### src/rtl/i2c_apb_pkg.sv
// Shared constants and types for the I2C-over-APB request sequencer.
package i2c_apb_pkg;

  // APB-to-I2C core register map
  localparam logic [7:0] REG_PRESCALE = 8'd2;
  localparam logic [7:0] REG_STATUS   = 8'd3;
  localparam logic [7:0] REG_CMD      = 8'd4;
  localparam logic [7:0] REG_RX_DATA  = 8'd5;
  localparam logic [7:0] REG_TX_DATA  = 8'd6;

  // CMD register bits
  localparam logic [7:0] CMD_START = 8'h01;
  localparam logic [7:0] CMD_STOP  = 8'h02;
  localparam logic [7:0] CMD_WRITE = 8'h04;
  localparam logic [7:0] CMD_READ  = 8'h08;

  // STATUS register bit positions
  localparam int STATUS_BUSY = 0;
  localparam int STATUS_NACK = 1;

  // Client response codes
  localparam logic [1:0] ERR_OK      = 2'd0;
  localparam logic [1:0] ERR_NACK    = 2'd1;
  localparam logic [1:0] ERR_TIMEOUT = 2'd2;

  typedef enum logic [3:0] {
    ST_IDLE,
    ST_CFG,
    ST_ADDR,
    ST_CMD_A,
    ST_POLL_A,
    ST_DATA,
    ST_CMD_D,
    ST_POLL_D,
    ST_RXRD,
    ST_STOP,
    ST_RESP
  } state_e;

  // Every state except IDLE and RESP performs exactly one APB access per visit
  function automatic logic is_access(state_e s);
    return !(s == ST_IDLE || s == ST_RESP);
  endfunction

endpackage

### src/rtl/i2c_apb_sequencer_if.sv
// Bus bundles: APB master/slave link and the client request/response link.
interface apb_if #(
  parameter int ADDR_W = 8
);
  logic              PSELx;
  logic              PENABLE;
  logic              PWRITE;
  logic [ADDR_W-1:0] PADDR;
  logic [7:0]        PWDATA;
  logic [7:0]        PRDATA;
  logic              PREADY;

  modport master (
    output PSELx, PENABLE, PWRITE, PADDR, PWDATA,
    input  PRDATA, PREADY
  );

  modport slave (
    input  PSELx, PENABLE, PWRITE, PADDR, PWDATA,
    output PRDATA, PREADY
  );
endinterface

interface i2c_req_if;
  logic       req_valid;
  logic       req_ready;
  logic       req_rw;
  logic [6:0] req_addr;
  logic [7:0] req_wdata;
  logic [7:0] prescale;
  logic       rsp_valid;
  logic [7:0] rsp_data;
  logic [1:0] rsp_err;

  // Sequencer side
  modport slave (
    input  req_valid, req_rw, req_addr, req_wdata, prescale,
    output req_ready, rsp_valid, rsp_data, rsp_err
  );

  // Client side
  modport master (
    output req_valid, req_rw, req_addr, req_wdata, prescale,
    input  req_ready, rsp_valid, rsp_data, rsp_err
  );
endinterface

### src/rtl/apb_master_port.sv
// Single-outstanding APB master: idle -> SETUP -> ACCESS (+wait states) -> idle.
// A start request is taken only while idle; done_o fires on the completing ACCESS cycle.
module apb_master_port #(
  parameter int ADDR_W = 8
) (
  input  logic              PCLK,
  input  logic              PRESETn,
  apb_if.master             apb,
  input  logic              start_i,
  input  logic              wr_i,
  input  logic [ADDR_W-1:0] addr_i,
  input  logic [7:0]        wdata_i,
  output logic              done_o,
  output logic [7:0]        rdata_o
);

  logic              psel_q, psel_d;
  logic              penable_q, penable_d;
  logic              pwrite_q, pwrite_d;
  logic [ADDR_W-1:0] paddr_q, paddr_d;
  logic [7:0]        pwdata_q, pwdata_d;

  // Phase sequencing; address/control/data are captured at SETUP and held until done
  always_comb begin
    psel_d    = psel_q;
    penable_d = penable_q;
    pwrite_d  = pwrite_q;
    paddr_d   = paddr_q;
    pwdata_d  = pwdata_q;
    if (!psel_q) begin
      if (start_i) begin
        psel_d   = 1'b1;
        pwrite_d = wr_i;
        paddr_d  = addr_i;
        pwdata_d = wr_i ? wdata_i : 8'h00;
      end
    end else if (!penable_q) begin
      penable_d = 1'b1;
    end else if (apb.PREADY) begin
      psel_d    = 1'b0;
      penable_d = 1'b0;
    end
  end

  // Bus registers; reset drops PSELx/PENABLE immediately
  always_ff @(posedge PCLK or negedge PRESETn) begin
    if (!PRESETn) begin
      psel_q    <= 1'b0;
      penable_q <= 1'b0;
      pwrite_q  <= 1'b0;
      paddr_q   <= '0;
      pwdata_q  <= 8'h00;
    end else begin
      psel_q    <= psel_d;
      penable_q <= penable_d;
      pwrite_q  <= pwrite_d;
      paddr_q   <= paddr_d;
      pwdata_q  <= pwdata_d;
    end
  end

  assign apb.PSELx   = psel_q;
  assign apb.PENABLE = penable_q;
  assign apb.PWRITE  = pwrite_q;
  assign apb.PADDR   = paddr_q;
  assign apb.PWDATA  = pwdata_q;

  assign done_o  = psel_q & penable_q & apb.PREADY;
  assign rdata_o = apb.PRDATA;

endmodule

### src/rtl/i2c_apb_sequencer.sv
// Turns single-byte I2C client requests into the PRESCALE/TX/CMD/STATUS/RX
// register sequence of the APB-to-I2C core, with NACK and poll-timeout reporting.
module i2c_apb_sequencer
  import i2c_apb_pkg::*;
#(
  parameter int POLL_MAX = 255,
  parameter int ADDR_W   = 8
) (
  input  logic      PCLK,
  input  logic      PRESETn,
  i2c_req_if.slave  req,
  apb_if.master     apb
);

  localparam int PW = (POLL_MAX > 1) ? $clog2(POLL_MAX + 1) : 1;

  state_e            state_q, state_d;
  logic              rw_q, rw_d;
  logic [6:0]        addr_q, addr_d;
  logic [7:0]        wdata_q, wdata_d;
  logic [7:0]        pre_q, pre_d;
  logic [7:0]        last_pre_q, last_pre_d;
  logic              cfg_done_q, cfg_done_d;
  logic [1:0]        err_q, err_d;
  logic [7:0]        rx_q, rx_d;
  logic [PW-1:0]     poll_q, poll_d;

  logic              acc_start;
  logic              acc_wr;
  logic [ADDR_W-1:0] acc_addr;
  logic [7:0]        acc_wdata;
  logic              acc_done;
  logic [7:0]        acc_rdata;
  logic              st_busy;
  logic              st_nack;
  logic              poll_last;

  assign acc_start = is_access(state_q);
  assign st_busy   = acc_rdata[STATUS_BUSY];
  assign st_nack   = acc_rdata[STATUS_NACK];
  assign poll_last = (poll_q == PW'(POLL_MAX - 1));

  apb_master_port #(.ADDR_W(ADDR_W)) u_port (
    .PCLK    (PCLK),
    .PRESETn (PRESETn),
    .apb     (apb),
    .start_i (acc_start),
    .wr_i    (acc_wr),
    .addr_i  (acc_addr),
    .wdata_i (acc_wdata),
    .done_o  (acc_done),
    .rdata_o (acc_rdata)
  );

  // Sequencer next-state: each access state advances when its APB access completes
  always_comb begin
    state_d    = state_q;
    rw_d       = rw_q;
    addr_d     = addr_q;
    wdata_d    = wdata_q;
    pre_d      = pre_q;
    last_pre_d = last_pre_q;
    cfg_done_d = cfg_done_q;
    err_d      = err_q;
    rx_d       = rx_q;
    poll_d     = poll_q;
    acc_wr     = 1'b0;
    acc_addr   = '0;
    acc_wdata  = 8'h00;
    case (state_q)
      ST_IDLE: begin
        if (req.req_valid) begin
          rw_d    = req.req_rw;
          addr_d  = req.req_addr;
          wdata_d = req.req_wdata;
          pre_d   = req.prescale;
          err_d   = ERR_OK;
          rx_d    = 8'h00;
          // Prescale is only reprogrammed when it actually changes
          if (!cfg_done_q || req.prescale != last_pre_q) state_d = ST_CFG;
          else                                           state_d = ST_ADDR;
        end
      end
      ST_CFG: begin
        acc_wr    = 1'b1;
        acc_addr  = ADDR_W'(REG_PRESCALE);
        acc_wdata = pre_q;
        if (acc_done) begin
          cfg_done_d = 1'b1;
          last_pre_d = pre_q;
          state_d    = ST_ADDR;
        end
      end
      ST_ADDR: begin
        acc_wr    = 1'b1;
        acc_addr  = ADDR_W'(REG_TX_DATA);
        acc_wdata = {addr_q, rw_q};
        if (acc_done) state_d = ST_CMD_A;
      end
      ST_CMD_A: begin
        acc_wr    = 1'b1;
        acc_addr  = ADDR_W'(REG_CMD);
        acc_wdata = CMD_START | CMD_WRITE;
        if (acc_done) begin
          poll_d  = '0;
          state_d = ST_POLL_A;
        end
      end
      ST_POLL_A: begin
        acc_addr = ADDR_W'(REG_STATUS);
        if (acc_done) begin
          if (st_busy) begin
            if (poll_last) begin
              err_d   = ERR_TIMEOUT;
              state_d = ST_STOP;
            end else begin
              poll_d = poll_q + 1'b1;
            end
          end else if (st_nack) begin
            err_d   = ERR_NACK;
            state_d = ST_STOP;
          end else if (rw_q) begin
            state_d = ST_CMD_D;
          end else begin
            state_d = ST_DATA;
          end
        end
      end
      ST_DATA: begin
        acc_wr    = 1'b1;
        acc_addr  = ADDR_W'(REG_TX_DATA);
        acc_wdata = wdata_q;
        if (acc_done) state_d = ST_CMD_D;
      end
      ST_CMD_D: begin
        acc_wr    = 1'b1;
        acc_addr  = ADDR_W'(REG_CMD);
        acc_wdata = rw_q ? (CMD_READ | CMD_STOP) : (CMD_WRITE | CMD_STOP);
        if (acc_done) begin
          poll_d  = '0;
          state_d = ST_POLL_D;
        end
      end
      ST_POLL_D: begin
        acc_addr = ADDR_W'(REG_STATUS);
        if (acc_done) begin
          if (st_busy) begin
            if (poll_last) begin
              err_d   = ERR_TIMEOUT;
              state_d = ST_STOP;
            end else begin
              poll_d = poll_q + 1'b1;
            end
          end else if (rw_q) begin
            state_d = ST_RXRD;
          end else begin
            // STOP already went out with the data command
            if (st_nack) err_d = ERR_NACK;
            state_d = ST_RESP;
          end
        end
      end
      ST_RXRD: begin
        acc_addr = ADDR_W'(REG_RX_DATA);
        if (acc_done) begin
          rx_d    = acc_rdata;
          state_d = ST_RESP;
        end
      end
      ST_STOP: begin
        acc_wr    = 1'b1;
        acc_addr  = ADDR_W'(REG_CMD);
        acc_wdata = CMD_STOP;
        if (acc_done) state_d = ST_RESP;
      end
      ST_RESP: state_d = ST_IDLE;
      default: state_d = ST_IDLE;
    endcase
  end

  // Sequencer state registers; reset forgets the programmed prescale
  always_ff @(posedge PCLK or negedge PRESETn) begin
    if (!PRESETn) begin
      state_q    <= ST_IDLE;
      rw_q       <= 1'b0;
      addr_q     <= 7'h00;
      wdata_q    <= 8'h00;
      pre_q      <= 8'h00;
      last_pre_q <= 8'h00;
      cfg_done_q <= 1'b0;
      err_q      <= ERR_OK;
      rx_q       <= 8'h00;
      poll_q     <= '0;
    end else begin
      state_q    <= state_d;
      rw_q       <= rw_d;
      addr_q     <= addr_d;
      wdata_q    <= wdata_d;
      pre_q      <= pre_d;
      last_pre_q <= last_pre_d;
      cfg_done_q <= cfg_done_d;
      err_q      <= err_d;
      rx_q       <= rx_d;
      poll_q     <= poll_d;
    end
  end

  // Ready is held low for the whole reset and rises as soon as it lifts
  assign req.req_ready = (state_q == ST_IDLE) & PRESETn;
  assign req.rsp_valid = (state_q == ST_RESP);
  assign req.rsp_data  = rx_q;
  assign req.rsp_err   = err_q;

endmodule

### src/flat_wrapper.sv
// flat-port wrapper written by rule: the top's interface ports become plain ports
module i2c_apb_sequencer_flat import i2c_apb_pkg::*;
#(
  parameter int POLL_MAX = 255,
  parameter int ADDR_W   = 8
)
  (PCLK, PRESETn, req_req_valid, req_req_rw, req_req_addr, req_req_wdata, req_prescale, req_req_ready, req_rsp_valid, req_rsp_data, req_rsp_err, apb_PSELx, apb_PENABLE, apb_PWRITE, apb_PADDR, apb_PWDATA, apb_PRDATA, apb_PREADY);
  i2c_req_if req_i ();
  apb_if #(.ADDR_W(ADDR_W)) apb_i ();
  input  logic PCLK;
  input  logic PRESETn;
  input wire logic [$bits(req_i.req_valid)-1:0] req_req_valid;
  input wire logic [$bits(req_i.req_rw)-1:0] req_req_rw;
  input wire logic [$bits(req_i.req_addr)-1:0] req_req_addr;
  input wire logic [$bits(req_i.req_wdata)-1:0] req_req_wdata;
  input wire logic [$bits(req_i.prescale)-1:0] req_prescale;
  output wire logic [$bits(req_i.req_ready)-1:0] req_req_ready;
  output wire logic [$bits(req_i.rsp_valid)-1:0] req_rsp_valid;
  output wire logic [$bits(req_i.rsp_data)-1:0] req_rsp_data;
  output wire logic [$bits(req_i.rsp_err)-1:0] req_rsp_err;
  output wire logic [$bits(apb_i.PSELx)-1:0] apb_PSELx;
  output wire logic [$bits(apb_i.PENABLE)-1:0] apb_PENABLE;
  output wire logic [$bits(apb_i.PWRITE)-1:0] apb_PWRITE;
  output wire logic [$bits(apb_i.PADDR)-1:0] apb_PADDR;
  output wire logic [$bits(apb_i.PWDATA)-1:0] apb_PWDATA;
  input wire logic [$bits(apb_i.PRDATA)-1:0] apb_PRDATA;
  input wire logic [$bits(apb_i.PREADY)-1:0] apb_PREADY;
  assign req_i.req_valid = req_req_valid;
  assign req_i.req_rw = req_req_rw;
  assign req_i.req_addr = req_req_addr;
  assign req_i.req_wdata = req_req_wdata;
  assign req_i.prescale = req_prescale;
  assign req_req_ready = req_i.req_ready;
  assign req_rsp_valid = req_i.rsp_valid;
  assign req_rsp_data = req_i.rsp_data;
  assign req_rsp_err = req_i.rsp_err;
  assign apb_PSELx = apb_i.PSELx;
  assign apb_PENABLE = apb_i.PENABLE;
  assign apb_PWRITE = apb_i.PWRITE;
  assign apb_PADDR = apb_i.PADDR;
  assign apb_PWDATA = apb_i.PWDATA;
  assign apb_i.PRDATA = apb_PRDATA;
  assign apb_i.PREADY = apb_PREADY;
  i2c_apb_sequencer #(.POLL_MAX(POLL_MAX), .ADDR_W(ADDR_W)) u_core (.PCLK(PCLK), .PRESETn(PRESETn), .req(req_i), .apb(apb_i));
endmodule
### config.mk
export PLATFORM = sky130hd
export DESIGN_NAME = i2c_apb_sequencer_flat
export DESIGN_NICKNAME = d
export VERILOG_FILES = /design/src/rtl/i2c_apb_pkg.sv /design/src/rtl/i2c_apb_sequencer_if.sv /design/src/rtl/apb_master_port.sv /design/src/rtl/i2c_apb_sequencer.sv /design/src/flat_wrapper.sv
export SDC_FILE = /design/constraint.sdc
export NUM_CORES = 1
export LEC_CHECK = 0
export CORE_MARGIN = 10
export CORE_UTILIZATION = 45
export CTS_BUF_LIST = sky130_fd_sc_hd__clkbuf_2 sky130_fd_sc_hd__clkbuf_4 sky130_fd_sc_hd__clkbuf_8
export DETAILED_ROUTE_END_ITERATION = 7
export GPL_ROUTABILITY_DRIVEN = 0
export HOLD_SLACK_MARGIN = 0.03
export PLACE_DENSITY = 0.78
export SLEW_MARGIN = 20
export SYNTH_ARGS = -nofsm -noshare
export SYNTH_HDL_FRONTEND = slang
export SYNTH_HIERARCHICAL = 1
export SYNTH_SLANG_ARGS = --single-unit
export TNS_END_PERCENT = 1
### constraint.sdc
create_clock -name PCLK -period 2.4 [get_ports PCLK]
set_clock_uncertainty 0.15 [all_clocks]
set_input_delay 0.36 -clock PCLK [delete_from_list [all_inputs] [get_ports PCLK]]
set_output_delay 0.36 -clock PCLK [all_outputs]
set_load 0.01 [all_outputs]
======== Word-level counts from Yosys, hierarchy flattened ========
Cells that the tools add are included.
storage, ports and cells
  register bits ........................... 74
  word-level logic and storage cells ...... 111
operators by class
  $add $sub $neg .......................... 1
  equality and inequality tests ........... 27
  mux-type cells .......................... 43
  bitwise logic cells ..................... 5
  reductions and logical operators ........ 20
operators with widths
  cell                                                                    count
  4-bit 2-to-1 mux                                                        14
  8-bit 2-to-1 mux                                                        7
  8-bit case mux with 6 select lines                                      1
  4-bit case mux with 9 select lines                                      1
  8-bit case mux with 2 select lines                                      2
  2-bit by 1-bit != test with 1-bit output (second input constant)        12
  2-bit 2-to-1 mux                                                        11
  4-bit by 3-bit equality test with 1-bit output (second input constant)  4
  3-bit case mux with 5 select lines                                      1
  4-bit equality test (second input constant)                             3
  5-bit AND reduction                                                     2
  9-bit AND reduction                                                     1
  8-bit by 1-bit adder with 8-bit output (second input constant)          1
  4-bit by 2-bit equality test with 1-bit output (second input constant)  2
  8-bit equality test (second input constant)                             1
  8-bit != test                                                           1
  2-bit OR reduction                                                      4
  2-bit case mux with 3 select lines                                      1
  2-bit AND reduction                                                     3
  6-bit OR reduction                                                      1
  1-bit 2-to-1 mux                                                        5
  4-bit by 1-bit equality test with 1-bit output (second input constant)  1
  4-bit zero test                                                         1
  2-bit != test (second input constant)                                   2
  other kinds (9)                                                         14

======== Depth between registers and ports, before layout ========
  depth after elaboration ................. 5
  mapped depth ............................ 8

======== By module ========
Netlist, hierarchy kept.
modules (own cells, without submodules)
  module             times used  cells an instance  area each (um2)  sequential area each (um2)
  i2c_apb_sequencer  1           287                2,909.0          1,376.3
  apb_master_port    1           69                 849.6            475.5

======== Worst setup path after synthesis ========
Ideal clock, no wire load.
  path kind ............................... register to register
  from .................................... reg u_core.state_q[2]
  to ...................................... reg u_core.u_port.paddr_q[5], in the netlist u_core/u_port/apb.PADDR[5]
  arrival time ............................ 1,761 ps
  data required time ...................... 2,125 ps
  slack ................................... 364 ps
  stages on the path, launching flop included .. 9
  path buffers ............................ 3
  period minus slack after synthesis ...... 2,036 ps
  cell sequence ........................... dfrtp_1 -> buf_2 -> nand2b_1 -> nor2_1 -> nor2_1 -> nor2b_2 -> buf_6 -> buf_12 -> mux2_4
on the way
  word-level cells in the longest chain between the ends .. 4
  elaborated cells between the ends (all ways) .. 5
  those cells by class .................... 1 x eq/ne; 1 x bitwise; 3 x reduce/logical
RTL lines
  item                           RTL line                  RTL
  start: declaration             i2c_apb_sequencer.sv:17   state_e state_q, state_d;
  start signal: assignment       i2c_apb_sequencer.sv:195  state_q <= state_d;
  4-bit equality test            n/a
  named net req_rsp_valid        flat_wrapper.sv:18        output wire logic [$bits(req_i.rsp_valid)-1:0] req_rsp_valid;
  1-bit logical OR               i2c_apb_pkg.sv:42         return !(s == ST_IDLE || s == ST_RESP);
  1-bit inverter (no line)       n/a
  2-bit AND reduction (no line)  n/a
  end signal: assignment         apb_master_port.sv:57     paddr_q <= paddr_d;
  end: declaration               apb_master_port.sv:20     logic [ADDR_W-1:0] paddr_q, paddr_d;
The timed path passes the listed nets, and every way through them passes these cells.
A chain may end at the register's enable or synchronous reset.

======== Worst setup path in the final report ========
  from .................................... reg u_core.state_q[0]
  to ...................................... out req_rsp_valid
on the way
  word-level cells in the longest chain between the ends .. 1
RTL lines
  item                 RTL line                  RTL
  4-bit equality test  i2c_apb_sequencer.sv:210  assign req.rsp_valid = (state_q == ST_RESP);
  end: declaration     flat_wrapper.sv:18
Every way passes these cells.

==> results.txt <==
Status: finished clean
Count leader, synth: dfrtp_1
Post-Synthesis Cells: 356
Number of synthesized flops with an enable pin: 0
Max Cap Viol: 0
Synthesized cell area: 0.00376 mm²
Tcrit/Tclk final: 97.8%
Largest net degree at the start of global routing: 75
Peak supply drop: 672 µV
Antenna cell count: 0
Mean post-synth cell area: 10.6 µm²
Register area share after synthesis: 49.3%
Rel. slew slack: 38.3%
Pre-CTS setup slack: 229 ps
Initial antenna violation count: 0
Placed cell areas: 0.00453 mm²
Leakage power: 2.01 nW
CTS tree: yes
Syn. warnings: 6
CP cell instances: nand2b_2, nor2_1, clkdlybuf4s50_1
Avg Vias per Cell: 5.28
Detailed-route wire length: 8.74 mm
Clock root cell: clkbuf_8
Worst Path Class, Setup: reg -> out
Comb power frac: 43.4%
Wire length per cell: 16.1 µm
Final worst slack: 51.7 ps
Routed Antenna Nets: 0
Rows: 33
Slowest cell on crit path: clkdlybuf4s50_1
Main area contributors after synthesis: dfrtp_1 (49%), mux2_2 (8.1%), mux2_1 (3.6%), xnor2_1 (3.5%), nand2_1 (2.9%)
Clock Power Share: 19.5%
PD cells: 1160 mW/mm²
Worst skew pair latency: 350 ps
Worst-case clock buffer depth: 2
Nets: 470
Starting Density: 46.0%
H-tree levels: 3
FFs w/ async S/R, synth: 100%
Hold-fix buffers, CTS: 0
Metal2 WL: 4.33 mm
Power Total: 5.56 mW
Final Critical Period: 2350 ps
Slew Viols, Final: 0
Total congestion overflow: 0
Die W: 111 µm
Die ar.: 0.0124 mm²
Initial DRC Count: 148
Final setup violation count: 0
CP Data Arrival Time: 1840 ps
Synth top cells by count: dfrtp_1 (74), nand2_1 (29), nor2_1 (28)
Share of layout cells above drive strength 1: 18.1%
Area leader, netlist: dfrtp_1
TNS Setup: 0 ps
Internal: 3.60 mW
Fill count: 678
Synth unique cells: 55
FMAX: 0.426 GHz
Core Area: 0.00818 mm²
Slew at the pin closest to its max-slew limit: 926 ps
Net Switching: 1.96 mW
First-pass GRT wire length: 14.5 mm
Worst flop-to-flop path startpoint: u_core/state_q[3]$_DFFE_PN0P_
Die height: 111 µm
Gr usage total: 13.9%
Top sig layer: met4
Sw frac: 35.3%
Sequential share of power: 37.1%
Worst-path clk slew: 80 ps
Port bufs: 66
Vias in the first global route: 2997
Inserted Clock Buffers: 9
Post-synth top area share: 49.3%
Unrepaired setup endpoints after global routing: no
Crit path required time: 1890 ps
Detailed Place HPWL: 6.46 mm
Clock sinks: 74
Flops & latches, synth: 74
Cells on worst reg2reg path: 7
Post-route cell area: 0.00480 mm²
# placed instances: 520
Dominant synthesized flop cell: dfrtp_1
Vias: 2861
Startpoint types: flip-flop
Worst Setup End Kind: output port
DRT met1 WL: 3.80 mm
Finished Layout Cells: 542
Slowest stage delay, CP: 580 ps
Worst reg2reg setup slack: 310 ps
CP max FO: 8
I/O Pins: 67
Min-delay worst type: in -> async
Area growth from synthesis to layout: 27.8%
First-pass detailed-route iteration total: 4
Worst flop-to-flop path endpoint: u_core/req.rsp_err[0]$_DFFE_PN0P_
# DRC: 0
Met3 wire length: 532 µm
Final Hold Viols: 0
worst max-delay path by stage:
stage               cells after the start                                endpoint  slack, ps                           from
floorplan                               8  u_core/u_port/apb.PADDR[5]$_DFFE_PN0P_        360  u_core/state_q[2]$_DFFE_PN0P_
global placement                        7            u_core/poll_q[7]$_DFFE_PN0P_        280                     apb_PREADY
detailed placement                      7            u_core/poll_q[5]$_DFFE_PN0P_        230                     apb_PREADY
CTS                                     3                           req_req_ready          2  u_core/state_q[1]$_DFFE_PN0P_
global route                            3                           req_rsp_valid         10  u_core/state_q[0]$_DFFE_PN0P_
finish                                  3                           req_rsp_valid         50  u_core/state_q[0]$_DFFE_PN0P_
area by class of cell:
| cell class | count | area [µm²] | share of cell area (%) |
|---|---|---|---|
| multi-input cells | 240 | 1680 | 35.0 |
| flip-flops and latches | 74 | 1860 | 38.6 |
| clock inverters | 7 | 98.8 | 2.06 |
| inverters | 21 | 78.8 | 1.64 |
| repair buffers | 86 | 833 | 17.4 |
| clock buffers | 9 | 124 | 2.58 |
| well taps | 105 | 131 | 2.74 |
metal layers:
layer  vias up  global-route usage, %
met5         -                      0
met3         7                   3.97
met4         0                   3.77
met2        88                   23.2
met1      1392                   17.3
li1       1374                      -
registers in the layout, indices dropped and copies added, names as in the netlist:
register	count
u_core/wdata_q	8
u_core/rw_q	1
u_core/req.rsp_data	8
u_core/u_port/apb.PENABLE	1
u_core/poll_q	8
u_core/u_port/apb.PWDATA	8
u_core/last_pre_q	8
u_core/u_port/apb.PSELx	1
u_core/u_port/apb.PADDR	8
u_core/addr_q	7
u_core/pre_q	8
u_core/u_port/apb.PWRITE	1
u_core/req.rsp_err	2
u_core/state_q	4
u_core/cfg_done_q	1
logic make-up after synthesis:
kind of cell,Yosys count,share of synthesized area [%]
other,1,0.0998
buffers and inverters,46,6.49
and+or+nand+nor,109,14.5
AOI/OAI and AO/OA,57,10.1
muxes,51,15.1
xor gates and xnor gates,16,3.73
adders and majority gates,2,0.666
DFF,74,49.3
metrics by stage:
step	util (%)	hold slack, ps
6_report	58.7	80.8
5_1_grt	58.7	206
4_1_cts	58.2	149
3_5_place_dp	55.4	302
3_3_place_gp	55.4	300
2_1_floorplan	-	-85.6
repair_timing:
item | CTS | global route
resized for setup | 4 | 1
setup buffers | 0 | 6
setup endpoints to repair | 2 | 2
cloned | 0 | 0
pin swaps | 0 | 1
worst max-delay path: cells and delay by family, from the launching register on:
kind          cells  cell delay (ps)
buf+inv           1              580
flops             1              470
simple gates      2              440
cells in the final DEF, fill, tap and decap left out, types with 4 or more instances in the layout:
cell and n:
dfrtp_1 71, clkdlybuf4s50_1 64, nand2_1 29, nor2_1 28, mux2_2 27, inv_1 21, o21ai_0 18, buf_4 18
xnor2_1 15, nand3_1 15, mux2_1 12, mux2i_1 10, clkbuf_8 9, nand2b_1 8, nor3_1 7, a21oi_1 6
a22oi_1 5, conb_1 5, a31oi_1 4
power by group through the flow:
stage               Clock, mW  Sequential, mW  Combinational, mW
floorplan                   0            2.05               1.57
finish                   1.08            2.07               2.41
global route             1.16            2.13               2.66
detailed placement          0            2.10               2.37
CTS                      1.11            2.09               2.38
global placement            0            2.07               2.31
Power figures use the tool's default switching activity.
